<file path="src/rtl/hamming_sequencer.sv">
// Sequences an external Hamming ALU through one parity step and two result steps.
// Encode builds a 16-bit SECDED codeword; decode corrects a received word.
module hamming_sequencer (
  input  logic       clk,
  input  logic       rst_n,
  input  logic       start,
  input  logic       mode,
  input  logic [7:0] din_lsb,
  input  logic [7:0] din_msb,
  input  logic [7:0] alu_out,
  output logic [3:0] alu_op,
  output logic [7:0] rlsb,
  output logic [7:0] rmsb,
  output logic [7:0] rpct,
  output logic       busy,
  output logic       done,
  output logic [7:0] dout_lsb,
  output logic [7:0] dout_msb
);

  localparam logic [3:0] OpNop = 4'b0000;
  localparam logic [3:0] OpHgp = 4'b0111;
  localparam logic [3:0] OpHel = 4'b1000;
  localparam logic [3:0] OpHem = 4'b1001;
  localparam logic [3:0] OpHep = 4'b1010;
  localparam logic [3:0] OpHcl = 4'b1011;
  localparam logic [3:0] OpHcm = 4'b1100;

  typedef enum logic [2:0] {StIdle, StPar, StLow, StHigh, StDone} state_e;

  state_e state_q;
  logic   mode_q;

  // alu_op/busy/done are loaded with the value belonging to the state being entered,
  // so every output comes straight from a flop.
  always_ff @(posedge clk or negedge rst_n) begin
    if (!rst_n) begin
      state_q  <= StIdle;
      mode_q   <= 1'b0;
      rlsb     <= '0;
      rmsb     <= '0;
      rpct     <= '0;
      dout_lsb <= '0;
      dout_msb <= '0;
      alu_op   <= OpNop;
      busy     <= 1'b0;
      done     <= 1'b0;
    end else begin
      case (state_q)
        StIdle: begin
          if (start) begin
            rlsb    <= din_lsb;
            rmsb    <= din_msb;
            rpct    <= '0;
            mode_q  <= mode;
            alu_op  <= mode ? OpHep : OpHgp;
            busy    <= 1'b1;
            state_q <= StPar;
          end
        end
        StPar: begin
          rpct    <= alu_out;
          alu_op  <= mode_q ? OpHcl : OpHel;
          state_q <= StLow;
        end
        StLow: begin
          dout_lsb <= alu_out;
          alu_op   <= mode_q ? OpHcm : OpHem;
          state_q  <= StHigh;
        end
        StHigh: begin
          dout_msb <= alu_out;
          alu_op   <= OpNop;
          busy     <= 1'b0;
          done     <= 1'b1;
          state_q  <= StDone;
        end
        StDone: begin
          done    <= 1'b0;
          state_q <= StIdle;
        end
        default: begin
          alu_op  <= OpNop;
          busy    <= 1'b0;
          done    <= 1'b0;
          state_q <= StIdle;
        end
      endcase
    end
  end

endmodule

</file>
<file path="config.mk">
export PLATFORM = sky130hd
export DESIGN_NAME = hamming_sequencer
export DESIGN_NICKNAME = d
export VERILOG_FILES = /design/src/rtl/hamming_sequencer.sv
export SDC_FILE = /design/constraint.sdc
export NUM_CORES = 1
export LEC_CHECK = 0
export CORE_ASPECT_RATIO = 1.25
export CORE_MARGIN = 1
export CORE_UTILIZATION = 47
export CTS_CLUSTER_SIZE = 14
export DETAILED_ROUTE_END_ITERATION = 7
export GPL_ROUTABILITY_DRIVEN = 0
export PLACE_DENSITY = 0.85
export SETUP_SLACK_MARGIN = 0.5
export SLEW_MARGIN = 0
export SYNTH_ARGS = -nofsm -noshare
export SYNTH_HDL_FRONTEND = slang
export SYNTH_SLANG_ARGS = --single-unit
</file>
<file path="constraint.sdc">
create_clock -name clk -period 2.5 [get_ports clk]
set_input_delay 0.5 -clock clk [delete_from_list [all_inputs] [get_ports clk]]
set_output_delay 0.5 -clock clk [all_outputs]
set_load 0.01 [all_outputs]
</file>
==> flow_summary_export.csv, run 1 <==
group,metric,value,unit
sta,slew_violations,0,
setup_path,worstPathCellList,"clkdlybuf4s50_1 > nor4b_4 > buf_4 > nor2_1 > a22o_1",
flow_run,max-cap-violations,0,
setup_path,slowest_stage,"clkdlybuf4s50_1",
global_route,antenna_found_initial,0,
sta,rsz0062_at_grt,"false",
clock_network,cts_setup_buffers,0,
detailed_routing,totalWireLength,4290,um
synth,ys_seq_area_share,63.8,%
pwr,power.leakage,1.20,nW
detailed_routing,drcViolationCount,0,
setup_path,cp_data_arrival_time,2.05,ns
clock_network,root_buffer,"clkbuf_8",
clock_network,cts_resized,0,
global_route,met2_usage,38.9,%
run_status,run_status,"finished, final reports clean",
setup_path,path_max_fanout,18,
pwr,p_total,3.76,mW
pwr,p_seq_share,40.0,%
synth,syn-num-nets,159,
placement,port_buffers,73,
sta,timing_hold_violations_final,0,
global_route,grt_start_max_net_pins,34,
pwr,p_clk_share,12.3,%
clock_network,clockBufferDepth,2,
floorplan,die_y,74.2,um
setup_path,worstReg2RegEnd,"dout_lsb[5]$_DFFE_PN0N_",
clock_network,cts_tree,"yes",
pwr,ir_drop,0.669,mV
synth,synthCells,131,
detailed_routing,dr.pass1.iters,4,
pwr,powerDensity,1330,mW/mm^2
synth,netlist_area,0.00196,sq mm
sta,fin_tns_setup,0,ns
clock_network,clkTransAtPathRegs,0.09,ns
setup_path,r2r_cells,3,
synth,syn_area_per_cell,15.0,sq um
pwr,p_int,2.53,mW
detailed_routing,detail_route.wl_per_cell,16.2,um
sta,tightest_slew,0.707,ns
floorplan,io_pins,74,
detailed_routing,ant_nets,0,
global_route,grt_use_total,21.5,%
sta,setup_viol,0,
clock_network,insertion_delay,0.31,ns
setup_path,end_kind,"flip-flop",
floorplan,num_rows,25,
global_route,grt.busiest_layer,"met2",
global_route,grt_pass1_wl,6980,um
layout,layout-drive-gt1-share,23.3,%
setup_path,crit_path_max_incr_delay,0.60,ns
synth,ys_types,27,
detailed_routing,via_count,1377,
layout,final_nets,237,
sta,period_share,74.4,%
synth,yosysWarnings,0,
detailed_routing,drtIter0Drc,39,
setup_path,setup.worst_path.class,"in -> reg",
floorplan,die_w,59.8,um
setup_path,reg2reg_from,"state_q[1]$_DFFE_PN0P_",
clock_network,cts_buffers,5,
clock_network,cts_hold_buf,0,
worst_hold_path,worstHoldPathType,"in -> async",
global_route,grt_pass1_vias,1495,
global_route,overflow,0,
setup_path,required,2.69,ns
clock_network,cts_sinks,50,
placement,dp_hpwl,3240,um
detailed_routing,avgViaCountPerCell,5.22,
setup_path,start_kind,"input port",
synth,synth_edf_count,0,
sta,period_needed,1.86,ns
layout,antennaDiodeCount,0,
pwr,power_frac_comb,47.7,%
sta,relSlewSlack,52.9,%
floorplan,core_area,0.00388,sq mm
floorplan,start_util,50.5,%
synth,ys_ff_latch,50,
layout,syn_to_final_growth,44.7,%
sta,skew,0.0125,ns
global_route,use_met1,23.1,%
pwr,p_sw,1.24,mW
synth,synth_flop_cell,"dfrtp_1",
global_route,met3_usage,6.78,%
setup_path,r2r_slack,0.67,ns
synth,synthArstFlopShare,100,%
clock_network,htree_levels,2,
pwr,sw_frac_of_total,32.8,%
floorplan,die_area,0.00444,sq mm
sta,clock.fmax,537,MHz
## worst max-delay path, delay by kind of cell
family / cells / cell delay (ns)
AO/OA/AOI/OAI: 1 / 0.23
AND/OR/NAND/NOR: 2 / 0.42
buffers and inverters: 2 / 0.90
## registers in the layout, summed over array words and instances (netlist names), 3 cells and up
name / flops
rlsb: 8
state_q: 3
rpct: 8
rmsb: 8
alu_op: 4
dout_lsb: 8
dout_msb: 8
## cells in the mapped netlist (2+ instances only)
| cell | number | share of area [%] |
|---|---|---|
| a21oi_1 | 3 | 0.77 |
| a22o_1 | 8 | 3.6 |
| buf_2 | 3 | 0.77 |
| dfrtp_1 | 50 | 64 |
| inv_1 | 3 | 0.57 |
| mux2_2 | 33 | 19 |
| nand2b_1 | 2 | 0.64 |
| nand3b_1 | 2 | 0.77 |
| nor2_1 | 4 | 0.77 |
| nor2b_1 | 3 | 0.96 |
| o21ai_0 | 3 | 0.77 |
| or2_2 | 2 | 0.64 |
## metal layers
metal	routed length (um)	vias up
met5	0	-
met4	68	0
met3	352	7
met2	2260	69
met1	1600	682
li1	-	619
## metrics by stage
stage               hold slack (ns)  utilization, %  worst slack, ns  instance area, sq um  instances
finish                        0.232            73.1            0.639                  2840        264
global route                  0.278            73.1            0.552                  2840        264
CTS                           0.249            73.1            0.661                  2840        264
floorplan                     0.204               -            0.896                  1960        131
detailed placement            0.490            70.8            0.327                  2750        256
global placement              0.483            70.8            0.431                  2750        256
## logic make-up (layout without fill, tap and decap cells)
family | after synthesis | count (layout) | share of synthesized area, %
DFF | 50 | 50 | 63.8
muxes | 34 | 34 | 19.5
AOI/OAI and AO/OA | 20 | 20 | 7.59
and+or+nand+nor | 19 | 19 | 7.02
buffers and inverters | 8 | 87 | 2.11
## power by group through the flow
stage	clock network, mW	logic, mW	registers (mW)
3_3_place_gp	0	1.75	1.49
3_5_place_dp	0	1.82	1.51
2_1_floorplan	0	0.767	1.61
6_report	0.461	1.80	1.51
4_1_cts	0.475	1.82	1.50
5_1_grt	0.499	1.93	1.57
## how the worst max path moves through the flow
stage                                       from                       to  slack (ns)  cells after the start
final                                      start      rpct[0]$_DFFE_PN0P_        0.64                      5
after global routing      state_q[1]$_DFFE_PN0P_  dout_lsb[6]$_DFFE_PN0N_        0.55                      3
after CTS                                  start      rpct[0]$_DFFE_PN0P_        0.66                      5
after detailed placement                   start      rpct[2]$_DFFE_PN0P_        0.33                      5
after global placement                     start      rpct[1]$_DFFE_PN0P_        0.43                      5
after floorplan           state_q[2]$_DFFE_PN0P_       mode_q$_DFFE_PN0P_        0.90                      3
## cells in the final DEF (no fill, tap or decap), drive strengths merged, types with 2 or more instances in the layout
cell type and instances:
a21oi 3, a22o 8, buf 4, clkbuf 5, clkdlybuf4s50 72, clkinv 2, dfrtp 50, inv 3
mux2 33, nand2b 2, nand3b 2, nor2 4, nor2b 3, o21ai 3, or2 2
## final cells by class
| class | instances | area, sq um |
|---|---|---|
| sequential | 50 | 1250 |
| fill | 293 | 1040 |
| timing repair buffer | 76 | 748 |
| multi-input combinational | 73 | 668 |
| clock buffer | 5 | 68.8 |
| tap | 54 | 67.6 |
| clock inverter | 3 | 21.3 |
| inverter | 3 | 11.3 |
(Power assumes the default switching activity.)
==> inputs of run 2 (changes only) <==
--- a/config.mk
+++ b/config.mk
@@ -7,11 +7,11 @@
 export LEC_CHECK = 0
 export CORE_ASPECT_RATIO = 1.25
 export CORE_MARGIN = 1
-export CORE_UTILIZATION = 47
+export CORE_UTILIZATION = 43
 export CTS_CLUSTER_SIZE = 14
 export DETAILED_ROUTE_END_ITERATION = 7
 export GPL_ROUTABILITY_DRIVEN = 0
-export PLACE_DENSITY = 0.85
+export PLACE_DENSITY = 0.78
 export SETUP_SLACK_MARGIN = 0.5
 export SLEW_MARGIN = 0
 export SYNTH_ARGS = -nofsm -noshare
==> constraint.sdc (replaced) <==
create_clock -name clk -period 1.8 [get_ports clk]
set_input_delay 0.36 -clock clk [delete_from_list [all_inputs] [get_ports clk]]
set_output_delay 0.36 -clock clk [all_outputs]
set_load 0.01 [all_outputs]
==> run 2 against run 1 <==
Sequential share of layout area decreased by 3.9 points. Critical path type is now reg -> reg. Highest routed layer unchanged. Critical path depth shrank 2. Final area up 10%. Critical endpoint is now rmsb[3]$_DFFE_PN0P_. Combinational power is 81% higher.
==> flow_summary_export.csv, run 2 (synthesis gave the netlist of run 1 again) <==
group,metric,value,unit
layout,final_common_cell,"dfrtp_1",
setup_path,crit_path_max_incr_delay,0.44,ns
global_route,grt_pass1_vias,1675,
global_route,grt_pass1_wl,8420,um
setup_path,start_kind,"flip-flop",
detailed_routing,detail_route.wl_per_cell,17.9,um
floorplan,die_area,0.00484,sq mm
sta,rsz0062_at_grt,"true",
placement,port_buffers,73,
clock_network,insertion_delay,0.31,ns
sta,period_needed,1.50,ns
layout,layout-drive-gt1-share,58.1,%
layout,final_nets,273,
clock_network,root_buffer,"clkbuf_8",
layout,stdcell_count,304,
placement,dp_cells,267,
detailed_routing,drtIter0Drc,52,
floorplan,num_rows,27,
flow_run,max-cap-violations,0,
setup_path,required,1.99,ns
floorplan,die_y,77.5,um
clock_network,clockBufferDepth,2,
clock_network,clkTransAtPathRegs,0.09,ns
detailed_routing,drcViolationCount,0,
sta,skew,0.0117,ns
sta,slew_violations,0,
clock_network,cts_sinks,50,
setup_path,slowest_stage,"dfrtp_2",
setup_path,crit_family,"flip-flops",
global_route,antenna_found_initial,0,
setup_path,worstPathCellList,"nor4b_4 > buf_6 > mux2_4",
clock_network,htree_levels,2,
setup_path,setup.worst_path.class,"reg -> reg",
layout,syn_to_final_growth,59.1,%
layout,final_cell_mix,"dfrtp_1, mux2_4, buf_4",
pwr,power.leakage,1.54,nW
layout,n_fill_cell,324,
floorplan,start_util,44.6,%
sta,timing_hold_violations_final,0,
detailed_routing,via_count,1556,
setup_path,end_kind,"flip-flop",
run_status,run_status,"finished, final reports clean",
floorplan,die_w,62.4,um
global_route,grt_start_max_net_pins,26,
pwr,ir_drop,0.880,mV
clock_network,cts_buffers,5,
floorplan,core_area,0.00439,sq mm
detailed_routing,totalWireLength,5450,um
worst_hold_path,worstHoldPathType,"in -> async",
pwr,powerDensity,1940,mW/mm^2
sta,setup_viol,0,
detailed_routing,ant_nets,0,
global_route,grt_use_total,23.1,%
detailed_routing,dr.pass1.iters,4,
sta,clock.fmax,667,MHz
sta,tightest_slew,0.538,ns
floorplan,io_pins,74,
placement,dp_hpwl,3490,um
detailed_routing,avgViaCountPerCell,5.12,
setup_path,path_max_fanout,8,
pwr,p_total,6.07,mW
setup_path,cp_num_buf_inv,1,
sta,relSlewSlack,64.1,%
clock_network,cts_hold_buf,0,
layout,antennaDiodeCount,0,
clock_network,cts_tree,"yes",
setup_path,cp_data_arrival_time,1.68,ns
sta,period_share,83.3,%
global_route,overflow,0,
## run 2: changes by cell type in the layout (fill, tap and decap cells not counted), sizes merged
cell	previous run	this run
clkdlybuf4s50	72	25
buf	4	60
clkbuf	5	30
and2	1	2
clkdlybuf4s15	0	1
bufinv	0	1
clkinv	2	0
dlygate4sd2	0	1
## run 2: timing repair
action                                  CTS  global route
pin swaps                                 3             5
endpoints found under the setup margin   90            82
buffers inserted                         20             6
hold endpoints to repair                  0             0
gates cloned                              2             1
resized for setup                       159            59
## run 2: stage by stage
stage	TNS, ns	setup slack [ns]	hold slack, ns	utilization [%]	area (sq um)
4_1_cts	0	0.316	0.0380	72.3	3180
3_3_place_gp	-0.0830	-0.00742	0.362	64.0	2810
6_report	0	0.301	0.0245	71.0	3120
5_1_grt	0	0.264	0.0532	71.0	3120
2_1_floorplan	0	0.227	0.0644	-	1980
3_5_place_dp	-0.870	-0.0662	0.374	64.0	2810
## run 2: report_power, final
part / switching [mW] / internal (mW)
Combinational: 1.38 / 1.86
Sequential: 0.362 / 1.69
Clock: 0.355 / 0.414
Total: 2.10 / 3.96
## run 2: path summary, 6_finish.rpt
check | start | end | slack, ns | cells past startpoint
max in group asynchronous | rst_n | rmsb[3]$_DFFE_PN0P_ | 1.19 | 2
worst min-delay path | rst_n | done$_DFFE_PN0N_ | 0.02 | 1
worst max register to register | state_q[1]$_DFFE_PN0P_ | rmsb[3]$_DFFE_PN0P_ | 0.30 | 3
worst min register to register | rpct[1]$_DFFE_PN0P_ | rpct[1]$_DFFE_PN0P_ | 0.51 | 1
worst max-delay path | state_q[1]$_DFFE_PN0P_ | rmsb[3]$_DFFE_PN0P_ | 0.30 | 3
min in group clk | rpct[1]$_DFFE_PN0P_ | rpct[1]$_DFFE_PN0P_ | 0.51 | 1
## run 2: area by class of cell
cell class	instances	area, sq um	area share (%)
inverters	3	11.3	0.361
repair buffers	111	816	26.2
well taps	58	72.6	2.33
clock buffers	6	72.6	2.33
multi-input cells	74	855	27.4
flip-flops and latches	50	1250	40.2
clock inverters	2	37.5	1.20
## run 2: metal layers
metal | vias to the layer above | share of wire [%] | GRT usage, %
met2 | 43 | 54 | 42.5
li1 | 697 | - | -
met4 | 0 | 2.3 | 7.91
met5 | - | 0 | 0
met1 | 801 | 39 | 25.6
met3 | 15 | 4.2 | 5.88
## run 2: worst register-to-register path, delay by kind of cell, from the launching register on
kind,cells,cell delay [ns]
mux,1,0.32
flops,1,0.44
simple gates,1,0.39
buf+inv,1,0.23
==> inputs of run 3 (changes only) <==
==> constraint.sdc (replaced) <==
create_clock -name clk -period 1.5 [get_ports clk]
set_input_delay 0.3 -clock clk [delete_from_list [all_inputs] [get_ports clk]]
set_output_delay 0.3 -clock clk [all_outputs]
set_load 0.01 [all_outputs]
==> run 3 against run 2 <==
The run now ends with setup timing left. Non-clock buffer count rose by 34. Critical path depth rose by 1. Critical path type unchanged. Sequential share of layout area fell by 4.3 points. Clock-buffer cell count rose by 2. Worst hold slack improved by 0.47 ns. Global-route usage rose by 2.8 points. Largest power group unchanged. Critical endpoint is now rlsb[5]$_DFFE_PN0P_.
==> flow_summary_export.csv, run 3 (synthesis gave the netlist of run 1 again) <==
group,metric,value,unit
detailed_routing,dr.pass1.iters,4,
sta,relSlewSlack,81.4,%
clock_network,clkTransAtPathRegs,0.09,ns
clock_network,cts_sinks,50,
clock_network,root_buffer,"clkbuf_8",
clock_network,cts_tree,"yes",
detailed_routing,avgViaCountPerCell,4.99,
clock_network,cts_buffers,5,
sta,slew_violations,0,
setup_path,crit_family,"flip-flops",
setup_path,worstPathCellList,"nor4b_4 > buf_4 > buf_12 > mux2_4",
setup_path,cp_num_buf_inv,2,
setup_path,path_max_fanout,5,
detailed_routing,via_count,1691,
pwr,p_sw,2.84,mW
setup_path,required,1.70,ns
global_route,grt_pass1_wl,9430,um
sta,clock.fmax,649,MHz
pwr,sw_frac_of_total,34.6,%
pwr,ir_drop,1.22,mV
setup_path,cp_data_arrival_time,1.74,ns
flow_run,max-cap-violations,0,
sta,fin_tns_setup,-0.304,ns
worst_hold_path,worstHoldPathType,"in -> async",
pwr,p_int,5.37,mW
detailed_routing,ant_nets,0,
clock_network,htree_levels,2,
setup_path,end_kind,"flip-flop",
pwr,p_seq_share,30.0,%
sta,skew,0.00658,ns
run_status,violations,"setup timing",
sta,setup_viol,19,
sta,tightest_slew,0.279,ns
setup_path,setup.worst_path.class,"reg -> reg",
layout,antennaDiodeCount,0,
global_route,grt_use_total,25.9,%
sta,period_needed,1.54,ns
sta,rsz0062_at_grt,"true",
layout,final_cell_mix,"buf_4, dfrtp_1, buf_2",
layout,final_nets,308,
detailed_routing,totalWireLength,6360,um
global_route,grt_pass1_vias,1817,
global_route,overflow,0,
setup_path,start_kind,"flip-flop",
sta,period_share,103,%
layout,layout-drive-gt1-share,63.7,%
layout,final_common_cell,"buf_4",
clock_network,clockBufferDepth,2,
detailed_routing,drtIter0Drc,120,
floorplan,start_util,44.6,%
sta,timing_hold_violations_final,0,
floorplan,core_area,0.00439,sq mm
placement,port_buffers,73,
detailed_routing,detail_route.wl_per_cell,18.8,um
global_route,antenna_found_initial,0,
setup_path,r2r_slack,-0.04,ns
pwr,power_frac_comb,59.9,%
pwr,power.leakage,1.74,nW
run_status,run_status,"complete, but fails checks",
floorplan,die_w,62.4,um
sta,setup_ws,-0.0405,ns
floorplan,die_area,0.00484,sq mm
setup_path,slowest_stage,"dfrtp_2",
floorplan,die_y,77.5,um
floorplan,num_rows,27,
clock_network,insertion_delay,0.31,ns
global_route,grt_start_max_net_pins,51,
setup_path,crit_path_max_incr_delay,0.44,ns
placement,dp_hpwl,3180,um
pwr,p_clk_share,10.1,%
layout,syn_to_final_growth,78.2,%
placement,place_ws,-0.289,ns
pwr,powerDensity,2350,mW/mm^2
detailed_routing,drcViolationCount,0,
floorplan,io_pins,74,
==> run 3: path summary, 6_finish.rpt <==
| path | depth (start not counted) | startpoint | endpoint |
|---|---|---|---|
| worst max-delay path | 4 | state_q[1]$_DFFE_PN0P_ | rlsb[5]$_DFFE_PN0P_ |
| min in group clk | 1 | rpct[1]$_DFFE_PN0P_ | rpct[1]$_DFFE_PN0P_ |
| worst min register to register | 1 | rpct[1]$_DFFE_PN0P_ | rpct[1]$_DFFE_PN0P_ |
| max in group asynchronous | 3 | rst_n | state_q[1]$_DFFE_PN0P_ |
| worst max register to register | 4 | state_q[1]$_DFFE_PN0P_ | rlsb[5]$_DFFE_PN0P_ |
| worst min-delay path | 3 | rst_n | alu_op[0]$_DFFE_PN0P_ |
==> run 3: stage by stage <==
step                      power (mW)  std cells  hold slack, ns  utilization (%)  area (sq um)
after global placement          5.87        267           0.300             66.3          2910
after floorplan                 4.31        131         0.00441                -          2070
final                           8.21        339           0.498             79.5          3490
after CTS                       7.47        313           0.512             74.4          3270
after detailed placement        5.99        267           0.306             66.3          2910
after global routing            8.58        339           0.526             79.5          3490
==> run 3: power by group through the flow <==
stage / registers (mW) / logic (mW) / clock network [mW]
floorplan: 2.71 / 1.60 / 0
CTS: 2.41 / 4.24 / 0.817
global route: 2.52 / 5.16 / 0.899
finish: 2.46 / 4.92 / 0.831
global placement: 2.45 / 3.41 / 0
detailed placement: 2.49 / 3.51 / 0
==> run 3: what timing repair did <==
action	4_1_cts	5_1_grt
resized for setup	226	12
setup endpoints to repair	96	96
buffers inserted	32	26
pin swaps	7	8
hold buffers	1	0
gates cloned	5	0
endpoints found under the hold margin	50	0
==> run 3: cell type report <==
cell class | instances | area [sq um]
sequential | 50 | 1250
timing repair buffer | 145 | 1170
fill | 263 | 898
multi-input combinational | 75 | 895
clock buffer | 8 | 90.1
tap | 58 | 72.6
inverter | 3 | 13.8
==> run 3: tightest hold or removal path, stage by stage <==
cell and delay, ns:
dlygate4sd3_1 0.52, buf_2 0.12, buf_12 0.26
==> run 3: layer usage <==
layer  vias up  track usage, %  wire length (um)
met4         0            12.8               204
li1        773               -                 -
met2        62            46.8              3480
met3        18            3.09               248
met1       838            30.0              2430
met5         -               0                 0
